===== src/rtl/pingpong_reader_pkg.sv =====
// Shared types for the ping-pong buffer blocks:
// FSM state encoding and default geometry.
package pingpong_reader_pkg;

  localparam int unsigned PP_HALF_DEPTH = 256;
  localparam int unsigned PP_DW         = 8;

  typedef enum logic [1:0] {
    IDLE,
    STREAM,
    DONE
  } pp_state_e;

endpackage


===== src/rtl/pingpong_skid_fifo.sv =====
// Two-entry output FIFO with synchronous flush
// and an occupancy count for read throttling.
module pingpong_skid_fifo #(
  parameter int DW = 8
) (
  input  logic          clk,
  input  logic          rst_n,
  input  logic          flush_i,
  input  logic          push_i,
  input  logic [DW-1:0] din_i,
  input  logic          pop_i,
  output logic [DW-1:0] dout_o,
  output logic [1:0]    count_o
);

  logic [DW-1:0] mem_q [2];
  logic          wp_q;
  logic          rp_q;
  logic [1:0]    cnt_q;
  logic          do_push;
  logic          do_pop;

  assign do_push = push_i && (cnt_q != 2'd2);
  assign do_pop  = pop_i && (cnt_q != 2'd0);
  assign dout_o  = mem_q[rp_q];
  assign count_o = cnt_q;

  always_ff @(posedge clk or negedge rst_n) begin
    if (!rst_n) begin
      mem_q[0] <= '0;
      mem_q[1] <= '0;
      wp_q     <= 1'b0;
      rp_q     <= 1'b0;
      cnt_q    <= 2'd0;
    end else if (flush_i) begin
      wp_q  <= 1'b0;
      rp_q  <= 1'b0;
      cnt_q <= 2'd0;
    end else begin
      if (do_push) begin
        mem_q[wp_q] <= din_i;
        wp_q        <= ~wp_q;
      end
      if (do_pop) begin
        rp_q <= ~rp_q;
      end
      cnt_q <= cnt_q + {1'b0, do_push}
                     - {1'b0, do_pop};
    end
  end

endmodule


===== src/rtl/pingpong_reader.sv =====
// Read side of a ping-pong buffer: streams one
// latched half of shared memory out over valid/ready.
module pingpong_reader
  import pingpong_reader_pkg::*;
#(
  parameter  int HALF_DEPTH = PP_HALF_DEPTH,
  parameter  int DW         = PP_DW,
  localparam int CW         = $clog2(HALF_DEPTH),
  localparam int AW         = CW + 1
) (
  input  logic          clk,
  input  logic          reset_n,
  input  logic          read_mode,
  input  logic          read_ptr,
  output logic          read_done,
  output logic          mem_rd_en,
  output logic [AW-1:0] mem_addr,
  input  logic [DW-1:0] mem_rdata,
  output logic [DW-1:0] out_data,
  output logic          out_valid,
  input  logic          out_ready,
  output logic          out_last,
  output logic          busy
);

  pp_state_e   state_q, state_d;
  logic        half_q, half_d;
  logic [CW:0] rd_cnt_q;
  logic [CW-1:0] tx_cnt_q;
  logic        inflight_q;
  logic [1:0]  fifo_cnt;
  logic [2:0]  occ;
  logic        xfer;
  logic        flush;
  logic        push;

  assign out_valid = (fifo_cnt != 2'd0);
  assign xfer      = out_valid && out_ready;
  assign out_last  = out_valid
                  && (tx_cnt_q == CW'(HALF_DEPTH - 1));
  assign mem_addr  = {half_q, rd_cnt_q[CW-1:0]};

  // Credit the slot freed by this cycle's pop so
  // a held-high out_ready sustains one byte/cycle.
  assign occ = {1'b0, fifo_cnt}
             + {2'b0, inflight_q}
             - {2'b0, xfer};

  assign mem_rd_en = (state_q == STREAM)
                  && read_mode
                  && !rd_cnt_q[CW]
                  && (occ < 3'd2);

  assign flush = (state_d != STREAM);
  assign push  = inflight_q && !flush;

  always_comb begin
    state_d   = state_q;
    half_d    = half_q;
    read_done = 1'b0;
    busy      = 1'b0;
    unique case (state_q)
      IDLE: begin
        if (read_mode) begin
          state_d = STREAM;
          half_d  = read_ptr;
        end
      end
      STREAM: begin
        busy = 1'b1;
        if (!read_mode) begin
          state_d = IDLE;
        end else if (xfer && out_last) begin
          state_d = DONE;
        end
      end
      DONE: begin
        busy      = 1'b1;
        read_done = 1'b1;
        state_d   = IDLE;
      end
      default: state_d = IDLE;
    endcase
  end

  always_ff @(posedge clk or negedge reset_n) begin
    if (!reset_n) begin
      state_q    <= IDLE;
      half_q     <= 1'b0;
      rd_cnt_q   <= '0;
      tx_cnt_q   <= '0;
      inflight_q <= 1'b0;
    end else begin
      state_q <= state_d;
      half_q  <= half_d;
      if (flush) begin
        rd_cnt_q   <= '0;
        tx_cnt_q   <= '0;
        inflight_q <= 1'b0;
      end else begin
        rd_cnt_q   <= rd_cnt_q
                    + {{CW{1'b0}}, mem_rd_en};
        tx_cnt_q   <= tx_cnt_q
                    + {{(CW-1){1'b0}}, xfer};
        inflight_q <= mem_rd_en;
      end
    end
  end

  pingpong_skid_fifo #(
    .DW(DW)
  ) u_fifo (
    .clk    (clk),
    .rst_n  (reset_n),
    .flush_i(flush),
    .push_i (push),
    .din_i  (mem_rdata),
    .pop_i  (xfer),
    .dout_o (out_data),
    .count_o(fifo_cnt)
  );

endmodule


===== config.mk =====
export PLATFORM = sky130hd
export DESIGN_NAME = pingpong_reader
export DESIGN_NICKNAME = d
export VERILOG_FILES = /design/src/rtl/pingpong_reader_pkg.sv /design/src/rtl/pingpong_skid_fifo.sv /design/src/rtl/pingpong_reader.sv
export SDC_FILE = /design/constraint.sdc
export NUM_CORES = 1
export LEC_CHECK = 0
export CELL_PAD_IN_SITES_DETAIL_PLACEMENT = 0
export CELL_PAD_IN_SITES_GLOBAL_PLACEMENT = 1
export CORE_ASPECT_RATIO = 1.4
export CORE_MARGIN = 5
export CORE_UTILIZATION = 46
export CTS_CLUSTER_SIZE = 12
export DETAILED_ROUTE_END_ITERATION = 10
export HOLD_SLACK_MARGIN = 0.02
export PLACE_DENSITY = 0.86
export SLEW_MARGIN = 40
export SYNTH_ARGS = -nofsm -noshare
export SYNTH_HDL_FRONTEND = slang
export SYNTH_SLANG_ARGS = --single-unit

===== constraint.sdc =====
create_clock -name clk -period 11.3 [get_ports clk]
set_clock_uncertainty 0.2 [all_clocks]
set_input_delay 3.39 -clock clk [delete_from_list [all_inputs] [get_ports clk]]
set_output_delay 3.39 -clock clk [all_outputs]
set_load 0.01 [all_outputs]

Word-level counts from Yosys, hierarchy flattened
Cells that the tools add are included.
{"block": "totals", "ff_bits": 41, "latch_bits": 0, "ram_bits": 0, "rom_bits": 0, "inputBits": 13, "out_inout_bits": 22, "word_cells": 69, "memories": 0}
{"block": "op_classes", "n_addsub": 6, "multipliers": 0, "div": 0, "n_lt_le_gt_ge": 4, "n_eq_ne": 5, "shift": 0, "n_mux": 20, "bitwise": 5, "reduce_logical": 19}
{"operator": "two-way mux 8 bit", "count": 5}
{"operator": "bitwise mux 16 bit", "count": 1}
{"operator": "logical AND 1 bit", "count": 10}
{"operator": "adder 9 x 1 -> 9 bit", "count": 1}
{"operator": "two-way mux 9 bit", "count": 1}
{"operator": "adder 8 x 1 -> 8 bit", "count": 1}
{"operator": "demux 8 bit (select 1 bit)", "count": 1}
{"operator": "equality test 8 bit (second input constant)", "count": 1}
{"operator": "two-way mux 2 bit", "count": 4}
{"operator": "two-way mux 1 bit", "count": 7}
{"operator": "nonzero test 2 bit", "count": 3}
{"operator": ">= comparator 2 bit (second input constant)", "count": 2}
{"operator": "inverter 1 -> 2 bit", "count": 2}
{"operator": "one-hot mux 2 bit (2 select lines)", "count": 1}
{"operator": "AND reduction 2 bit", "count": 2}
{"operator": "adder 2 x 1 -> 3 bit", "count": 1}
{"operator": "< comparator 3 x 2 -> 1 bit (second input constant)", "count": 1}
{"operator": "inverter 1 bit", "count": 3}
{"operator": "subtractor 3 x 1 -> 3 bit", "count": 1}
{"operator": "adder 2 x 1 -> 2 bit", "count": 1}
{"operator": "equality test 2 x 1 -> 1 bit (second input constant)", "count": 1}
{"operator": "equality test 2 bit (second input constant)", "count": 1}
{"operator": "logical NOT 1 bit", "count": 2}
{"operator": "logical NOT 2 bit", "count": 1}
{"operator": "5 further kinds", "count": 5}

Longest topological paths before layout
Gate-level depths: netlist of run 1.
{"block": "logic_depth", "word_depth": 13, "ltp_mapped": 13, "depth_no_buf": 13}

By module
Synthesis of run 1 repeated with hierarchy kept, for this count alone.
{"block": "hier_totals", "cells_unflattened": 185, "area_unflattened_um2": 2155.8}
{"mod": "pingpong_reader", "instances": 1, "cells_per_inst": 120, "area_each_um2": 1232.4, "seq_area_each_um2": 525.5}
{"mod": "pingpong_skid_fifo", "instances": 1, "cells_per_inst": 65, "area_each_um2": 923.4, "seq_area_each_um2": 500.5}

Worst setup path before layout of run 1
Ideal clock, no wire load.
{"block": "synth_timing", "path_type": "in2out", "start": "in out_ready", "end": "out mem_rd_en", "t_arrival_ns": 5.045, "required_time_ns": 7.710, "slack_ns": 2.665, "path_stages": 7, "n_path_buf": 0, "cell_sequence": "o21a_2 -> ha_1 -> inv_1 -> nand2_1 -> fa_1 -> xor2_1 -> nor4b_1"}
{"block": "synth_between", "elab_chain_cells": 4}
{"item": "from (decl)", "line": "pingpong_reader.sv:21", "rtl": "input logic out_ready,"}
{"item": "logical AND 1 bit", "line": "pingpong_reader.sv:38", "rtl": "assign xfer = out_valid && out_ready;"}
{"item": "subtractor 3 x 1 -> 3 bit", "line": "pingpong_reader.sv:47", "rtl": "- {2'b0, xfer};"}
{"item": "< comparator 3 x 2 -> 1 bit", "line": "pingpong_reader.sv:52", "rtl": "&& (occ < 3'd2);"}
{"item": "logical AND 1 bit", "line": "pingpong_reader.sv:52"}
{"item": "to (decl)", "line": "pingpong_reader.sv:16", "rtl": "output logic mem_rd_en,"}
Every way passes these cells.

Worst setup path in the final report of run 1
Ends and elaborated chain as after synthesis.

==> impl_metrics.yaml, run 1 <==
clock_tree:
  clock_path_buffers: 2
  clkSinkCount: 41
  hold_buffers: 0
  clock_latency_ns: 0.29
  clockRootBuffer: "clkbuf_8"
  cts_setup_buffers: 0
  cts_tree: "yes"
  htreeDepth: 2
  clk_pin_slew_ns: 0.08
  cts_resized: 0
  cts_made_buffers: 5
finish:
  diodes: 0
  area_delta_synth_final_pct: 20.58
  fin_nets: 236
  fillerInstances: 430
  fin_cells: 276
  drive_above_1_share_pct: 19.63
run:
  max-cap-violations: 0
synthesis:
  synth_top_area_share_pct: 46.88
  ys_warn_count: 0
  synth-seq-area-share_pct: 46.88
  synth_fp_nets: 207
  synthCells: 184
  synth_area_um2: 2188
  syn_avg_cell_area_um2: 11.89
  synthArstFlopShare_pct: 100.0
  synth_seq_cells: 41
  synth_edf_count: 0
  synth.distinct_cells: 39
  yosys-top-cells-area: "dfrtp_1, mux2_4, ha_1"
  synth_top_area_cell: "dfrtp_1"
  synth-main-ff-cell: "dfrtp_1"
routing:
  dr_wl_met3_um: 147
  num_vias: 1366
  wl_per_cell_um: 13.88
  firstDrtPassIters: 4
  wl_met2_um: 1844
  ant_nets: 0
  highest_layer: "met4"
  drc: 0
  via_per_inst: 4.949
  m1WireLength_um: 1795
  drt-initial-drc-count: 35
  drt_wl_total_um: 3832
worst_setup_path:
  timing.rr.end: "rd_cnt_q[8]"
  start_kind: "input port"
  worstSetupPathType: "input port to output port"
  r2r-start: "u_fifo.count_o[1]"
  arrival_ns: 6.10
  r2r_cells: 13
  critical_path_required_ns: 7.71
  cp_max_fo: 4
  worst_setup_path_end_kind: "output port"
  r2r_slack_ns: 7.76
floorplan:
  die_width_um: 68.29
  die_h_um: 91.61
  initial_core_util_pct: 47.87
  num_rows: 29
  io-pin-count: 35
  core-area_um2: 4572
  dieArea_um2: 6256
timing:
  drv_slew: 0
  fmax_ghz: 0.1031
  hold_viol_final: 0
  setup_violations: 0
  finalSetupTns_ns: 0
  max-slew-margin-rel_pct: 61.97
  worstMarginPinSlew_ns: 0.5705
  finalCriticalPeriod_ns: 9.695
  finalCritPeriodShare_pct: 85.79
  rsz0062_at_grt: "no"
pwr:
  clockPowerShare_pct: 22.6
  power_density_nw_per_um2: 203.6
  switchingPower_w: 0.0001602
  pwr-share-seq_pct: 38.5
  p_leak_nw: 1.191
  intPower_w: 0.0003771
  p_comb_share_pct: 39.0
  ir_worst_vdd_mv: 0.1078
  p_sw_share_pct: 29.81
place:
  gp_congestion: 0.8093
  hpwl_um: 2830
  io_buffer_count: 34
  dp.cells: 268
min_path:
  min_to: "half_q"
  hold_depth: 1
  hold_start: "half_q"
  min_path_type: "register to register"
global_routing:
  track_usage_pct: 13.73
  overflow: 0
  grt_max_degree: 42
  grt_pass1_vias: 1450
  grt_pass1_wl_um: 6658
  antenna_found_initial: 0
status:
  status: "finished clean"
-- state kept, by name, summed over array words and instances, names as in the netlist --
name,cells
u_fifo.rp_q,1
u_fifo.mem_q,16
u_fifo.wp_q,1
state_q,2
half_q,1
u_fifo.count_o,2
inflight_q,1
tx_cnt_q,8
rd_cnt_q,9
-- cell type report --
class,instances,area [um^2],area share (%)
repair buffers,35,345.3,13.09
clock inverters,2,37.54,1.422
well taps,62,77.57,2.940
clock buffers,6,82.58,3.129
flip-flops and latches,41,1026,38.88
inverters,4,15.01,0.5690
multi-input cells,126,1055,39.97
-- critical path, cell delays in order --
cell	delay [ns]
clkdlybuf4s50_1	0.49
o21a_2	0.20
ha_1	0.24
inv_1	0.07
nand2_1	0.06
fa_1	0.37
xor2_1	0.15
nor4b_1	0.49
clkdlybuf4s50_1	0.63
-- logic make-up (layout without fill, tap and decap cells) --
group | Yosys count | count (layout) | share of synthesized area [%]
muxes | 25 | 25 | 15.61
xor gates and xnor gates | 18 | 18 | 7.204
buffers and inverters | 17 | 47 | 4.916
AOI/OAI and AO/OA | 11 | 11 | 4.345
adders and majority gates | 10 | 10 | 6.061
and+or+nand+nor | 62 | 62 | 14.98
DFF | 41 | 41 | 46.88
-- cells in the final DEF (no fill, tap or decap), types with 2 or more instances in the layout --
cell             instances
dfrtp_1                 41
clkdlybuf4s50_1         33
nor2_1                  22
mux2_4                  16
nand2_1                 10
xor2_1                  10
mux2_2                   9
ha_1                     9
xnor2_1                  8
nor2b_1                  7
nand3_1                  6
clkbuf_8                 6
inv_1                    4
a31oi_1                  2
o21a_1                   2
nand2b_1                 2
nor3_1                   2
and3_1                   2
buf_4                    2
-- how the worst max path moves through the flow --
stage,end,depth (start not counted),startpoint,slack (ns)
detailed placement,mem_rd_en,9,out_ready,1.53
finish,mem_rd_en,9,out_ready,1.61
global route,mem_rd_en,9,out_ready,1.42
floorplan,mem_rd_en,7,out_ready,2.66
CTS,mem_rd_en,9,out_ready,1.53
global placement,mem_rd_en,9,out_ready,1.58
-- power by group through the flow --
| stage | logic (W) | clock network (W) | registers (W) |
|---|---|---|---|
| after floorplan | 0.000144 | 0 | 0.000201 |
| after global placement | 0.000208 | 0 | 0.000209 |
| after detailed placement | 0.000212 | 0 | 0.000210 |
| after CTS | 0.000213 | 0.000125 | 0.000207 |
| after global routing | 0.000230 | 0.000133 | 0.000212 |
| final | 0.000209 | 0.000121 | 0.000207 |
-- metrics by stage --
| step | hold WS (ns) | instance area [um^2] | power, W | setup slack [ns] | utilization, % |
|---|---|---|---|---|---|
| final | 0.3134 | 2639 | 0.0005373 | 1.605 | 57.72 |
| after global routing | 0.3283 | 2639 | 0.0005753 | 1.422 | 57.72 |
| after CTS | 0.3155 | 2639 | 0.0005455 | 1.534 | 57.72 |
| after detailed placement | 0.2923 | 2519 | 0.0004224 | 1.533 | 55.09 |
| after global placement | 0.2874 | 2516 | 0.0004171 | 1.582 | 55.04 |
| after floorplan | 0.2757 | 2188 | 0.0003451 | 2.665 | - |
-- cells in the mapped netlist, types with 2 or more instances --
cell,instances
xnor2_1,8
mux2_4,16
inv_1,4
xor2_1,10
mux2_2,9
nand3_1,6
o21a_1,2
nand2b_1,2
buf_2,2
and3_1,2
a31oi_1,2
buf_4,9
nor3_1,2
nand2_1,10
dfrtp_1,41
nor2_1,22
nor2b_1,7
ha_1,9
-- routing by layer --
metal	vias to the layer above	track usage, %
met3	6	2.934
met2	29	21.88
met5	-	0
met4	0	3.980
li1	676	-
met1	655	18.55
No activity file was read; power rests on OpenSTA's default activity.
==> run 2: changes to the inputs <==
==> constraint.sdc (replaced) <==
create_clock -name clk -period 11.8 [get_ports clk]
set_clock_uncertainty 0.2 [all_clocks]
set_input_delay 3.54 -clock clk [delete_from_list [all_inputs] [get_ports clk]]
set_output_delay 3.54 -clock clk [all_outputs]
set_load 0.01 [all_outputs]
==> impl_metrics.yaml, run 2 (same netlist as run 1, synthesis figures left out) <==
finish:
  regMostFlops: "u_fifo.mem_q"
  fillerInstances: 414
  fin_nets: 236
  fin_area_um2: 2639
  final_util_pct: 57.72
  top_regs: "u_fifo.mem_q (16), rd_cnt_q (9), tx_cnt_q (8)"
  area_delta_synth_final_pct: 20.58
  final_common_cell: "dfrtp_1"
  diodes: 0
  largest_reg_flops: 16
  mostFrequentLayoutCells: "dfrtp_1, clkdlybuf4s50_1, nor2_1"
  regArea_um2: 1026
  multi_input_comb_area_um2: 1055
  drive_above_1_share_pct: 19.63
clock_tree:
  clkSinkCount: 41
  cts_resized: 0
  clock_path_buffers: 2
  clk_pin_slew_ns: 0.08
  cts_made_buffers: 5
  hold_buffers: 0
  cts_setup_buffers: 0
  clock_latency_ns: 0.30
  htreeDepth: 2
  clockRootBuffer: "clkbuf_8"
  cts_tree: "yes"
routing:
  wl_per_cell_um: 14.37
  drt_wl_total_um: 3965
  via_per_inst: 4.986
  ant_nets: 0
  firstDrtPassIters: 4
  drc: 0
  drt-initial-drc-count: 49
  num_vias: 1376
worst_setup_path:
  critPathLaunch: "out_ready"
  start_kind: "input port"
  worstSetupPathType: "input port to output port"
  worst_path_most_repeated_cell: "clkdlybuf4s50_1"
  crit_slowest_cell: "clkdlybuf4s50_1"
  r2r-start: "u_fifo.count_o[1]"
  arrival_ns: 6.31
  max_stage_delay_ns: 0.64
  r2r_slack_ns: 8.17
  worst_setup_path_end_kind: "output port"
  r2r_cells: 13
  critPathCapture: "mem_rd_en"
  timing.rr.end: "rd_cnt_q[8]"
  critical_path_required_ns: 8.06
  critical_path.cell_chain: "clkdlybuf4s50_1 > o21a_2 > ha_1 > inv_1 > nand2_1 > fa_1 > xor2_1 > nor4b_1 > clkdlybuf4s50_1"
  cp_max_fo: 4
floorplan:
  die_width_um: 68.29
  core-area_um2: 4572
  initial_core_util_pct: 47.87
  dieArea_um2: 6256
  io-pin-count: 35
  die_h_um: 91.61
  num_rows: 29
global_routing:
  grt_max_degree: 42
  antenna_found_initial: 0
  grt_pass1_vias: 1451
  grt_pass1_wl_um: 6927
  overflow: 0
  track_usage_pct: 14.64
pwr:
  p_leak_nw: 1.191
  ir_worst_vdd_mv: 0.1187
  power_density_nw_per_um2: 196.1
  total_power_w: 0.0005174
timing:
  max-slew-margin-rel_pct: 61.87
  finalSetupTns_ns: 0
  finalCriticalPeriod_ns: 10.05
  finalCritPeriodShare_pct: 85.18
  setup_violations: 0
  hold_viol_final: 0
  fmax_ghz: 0.09949
  drv_slew: 0
  worst_slack_ns: 1.749
  worstMarginPinSlew_ns: 0.5719
  rsz0062_at_grt: "no"
status:
  status: "finished clean"
place:
  io_buffer_count: 34
  place_area_um2: 2519
  place_ws_ns: 1.723
  hpwl_um: 2792
  gp_congestion: 0.8156
min_path:
  min_path_type: "register to register"
run:
  max-cap-violations: 0
[run 2: cell counts in the layout (fill, tap and decap cells not counted)]
Identical to the previous run, type by type.
[run 2: worst max-delay path, delay by kind of cell]
family / cells / cell delay, ns
and+or+nand+nor: 2 / 0.58
xor gates and xnor gates: 1 / 0.15
AOI/OAI and AO/OA: 1 / 0.20
buffers and inverters: 3 / 1.20
adders and majority gates: 2 / 0.62
[run 2: layout make-up]
| type | instances | share of cell area, % |
|---|---|---|
| clock buffers | 6 | 3.129 |
| repair buffers | 35 | 13.09 |
| multi-input cells | 126 | 39.97 |
| well taps | 62 | 2.940 |
| flip-flops and latches | 41 | 38.88 |
| inverters | 4 | 0.5690 |
| clock inverters | 2 | 1.422 |
[run 2: how the worst min path moves through the flow]
stage | startpoint | slack (ns) | end | depth (start not counted)
3_3_place_gp | u_fifo.mem_q[14] | 0.29 | u_fifo.mem_q[14] | 1
3_5_place_dp | u_fifo.mem_q[2] | 0.29 | u_fifo.mem_q[2] | 1
6_report | u_fifo.mem_q[14] | 0.31 | u_fifo.mem_q[14] | 1
5_1_grt | u_fifo.mem_q[7] | 0.33 | u_fifo.mem_q[7] | 1
2_1_floorplan | u_fifo.mem_q[0] | 0.28 | u_fifo.mem_q[0] | 1
4_1_cts | u_fifo.mem_q[14] | 0.31 | u_fifo.mem_q[14] | 1
[run 2: metal layers]
layer | vias up | track usage, % | wire [um]
met2 | 26 | 23.57 | 1897
li1 | 676 | - | -
met4 | 0 | 5.970 | 75
met3 | 8 | 4.279 | 185
met5 | - | 0 | 0
met1 | 666 | 17.97 | 1807
[run 2: report_power, final]
group | switching [W] | total [W] | internal (W)
Combinational | 0.0000817 | 0.000200 | 0.000118
Sequential | 0.0000240 | 0.000198 | 0.000174
Clock | 0.0000506 | 0.000119 | 0.0000688
Total | 0.000156 | 0.000517 | 0.000361
[run 2: stage by stage]
| step | instances | hold WS [ns] |
|---|---|---|
| final | 276 | 0.3093 |
| after global routing | 276 | 0.3325 |
| after CTS | 276 | 0.3141 |
| after detailed placement | 268 | 0.2902 |
| after global placement | 268 | 0.2871 |
| after floorplan | 184 | 0.2757 |
==> run 3: changes to the inputs <==
--- a/config.mk
+++ b/config.mk
@@ -14,6 +14,7 @@
 export DETAILED_ROUTE_END_ITERATION = 10
 export HOLD_SLACK_MARGIN = 0.02
 export PLACE_DENSITY = 0.86
+export REMOVE_ABC_BUFFERS = 1
 export SLEW_MARGIN = 40
 export SYNTH_ARGS = -nofsm -noshare
 export SYNTH_HDL_FRONTEND = slang
==> impl_metrics.yaml, run 3 (same netlist as run 1, synthesis figures left out) <==
clock_tree:
  htreeDepth: 2
  clock_path_buffers: 2
  clkSinkCount: 41
  hold_buffers: 0
  cts_tree: "yes"
  cts_made_buffers: 5
  clockRootBuffer: "clkbuf_8"
  cts_setup_buffers: 0
  cts_resized: 0
  clk_pin_slew_ns: 0.08
  clock_latency_ns: 0.29
floorplan:
  initial_core_util_pct: 47.87
  die_h_um: 91.61
  io-pin-count: 35
  num_rows: 29
  dieArea_um2: 6256
  core-area_um2: 4572
  die_width_um: 68.29
finish:
  fin_nets: 236
  largest_reg_flops: 16
  regMostFlops: "u_fifo.mem_q"
  mostFrequentLayoutCells: "dfrtp_1, clkdlybuf4s50_1, nor2_1"
  diodes: 0
  drive_above_1_share_pct: 19.63
  final_common_cell: "dfrtp_1"
  fin_cells: 276
  fin_area_um2: 2656
  area_delta_synth_final_pct: 21.38
  top_regs: "u_fifo.mem_q (16), rd_cnt_q (9), tx_cnt_q (8)"
global_routing:
  grt_pass1_vias: 1448
  grt_pass1_wl_um: 6706
  track_usage_pct: 13.91
  overflow: 0
  antenna_found_initial: 0
  grt_max_degree: 42
min_path:
  min_path_type: "register to register"
timing:
  hold_viol_final: 0
  finalCriticalPeriod_ns: 10.02
  fmax_ghz: 0.09980
  finalCritPeriodShare_pct: 84.92
  drv_slew: 0
  setup_violations: 0
  finalSetupTns_ns: 0
  worstMarginPinSlew_ns: 0.5239
  max-slew-margin-rel_pct: 65.07
  rsz0062_at_grt: "no"
place:
  dp.cells: 268
  place_area_um2: 2519
  gp_congestion: 0.7519
  hpwl_um: 2835
  io_buffer_count: 34
pwr:
  p_leak_nw: 1.203
  power_density_nw_per_um2: 201.2
  ir_worst_vdd_mv: 0.1079
worst_setup_path:
  critical_path_required_ns: 8.06
  worstSetupPathType: "input port to output port"
  r2r_slack_ns: 8.23
  worst_setup_path_end_kind: "output port"
  arrival_ns: 6.28
  start_kind: "input port"
  cp_max_fo: 4
status:
  status: "finished clean"
run:
  max-cap-violations: 0
routing:
  drt_wl_total_um: 3994
  ant_nets: 0
  via_per_inst: 4.978
  drt-initial-drc-count: 51
  num_vias: 1374
  wl_per_cell_um: 14.47
  firstDrtPassIters: 4
  drc: 0
==> run 3: cell count changes in the layout (fill, tap and decap cells not counted) <==
cell | previous run | this run
bufinv_16 | 1 | 2
clkbuf_8 | 6 | 5
clkinvlp_4 | 1 | 0
inv_6 | 0 | 1
==> run 3: layout make-up <==
type                            count  area, um^2
Fill cell                         406        1916
Clock inverter                      3       68.82
Sequential cell                    41        1026
Tap cell                           62       77.57
Clock buffer                        5       68.82
Multi-Input combinational cell    126        1055
Inverter                            4       15.01
Timing Repair Buffer               35       345.3
==> run 3: through the flow <==
stage / power, W / hold slack, ns / utilization, % / setup WS, ns
floorplan: 0.0003202 / 0.2757 / - / 2.865
finish: 0.0005344 / 0.3113 / 58.10 / 1.780
global placement: 0.0003988 / 0.2872 / 55.04 / 1.801
detailed placement: 0.0004036 / 0.2902 / 55.09 / 1.793
CTS: 0.0005423 / 0.3106 / 58.10 / 1.754
global route: 0.0005665 / 0.3234 / 58.10 / 1.584
==> run 3: where the power goes <==
group / total [W] / internal [W] / switching [W]
clock network: 0.000135 / 0.0000851 / 0.0000500
logic: 0.000201 / 0.000118 / 0.0000825
registers: 0.000199 / 0.000174 / 0.0000242
total: 0.000534 / 0.000378 / 0.000157
==> run 3: final timing paths <==
path | depth (start not counted) | end | start
setup / recovery | 9 | mem_rd_en | out_ready
hold / removal | 1 | u_fifo.mem_q[14] | u_fifo.mem_q[14]
setup reg to reg | 13 | rd_cnt_q[8] | u_fifo.count_o[1]
hold reg to reg | 1 | u_fifo.mem_q[14] | u_fifo.mem_q[14]
max in group asynchronous | 1 | tx_cnt_q[7] | reset_n
min in group asynchronous | 1 | u_fifo.mem_q[10] | reset_n
==> run 3: critical path, stage by stage <==
cell and delay, ns:
clkdlybuf4s50_1 0.49, o21a_2 0.20, ha_1 0.25, inv_1 0.08, nand2_1 0.07, fa_1 0.37, xor2_1 0.15, nor4b_1 0.48
clkdlybuf4s50_1 0.63
==> run 3: metal layers <==
layer  routed length [um]  track usage [%]
met2                 1939            22.77
met4                   52            3.980
met5                    0                0
met3                  193            4.401
met1                 1808            17.30
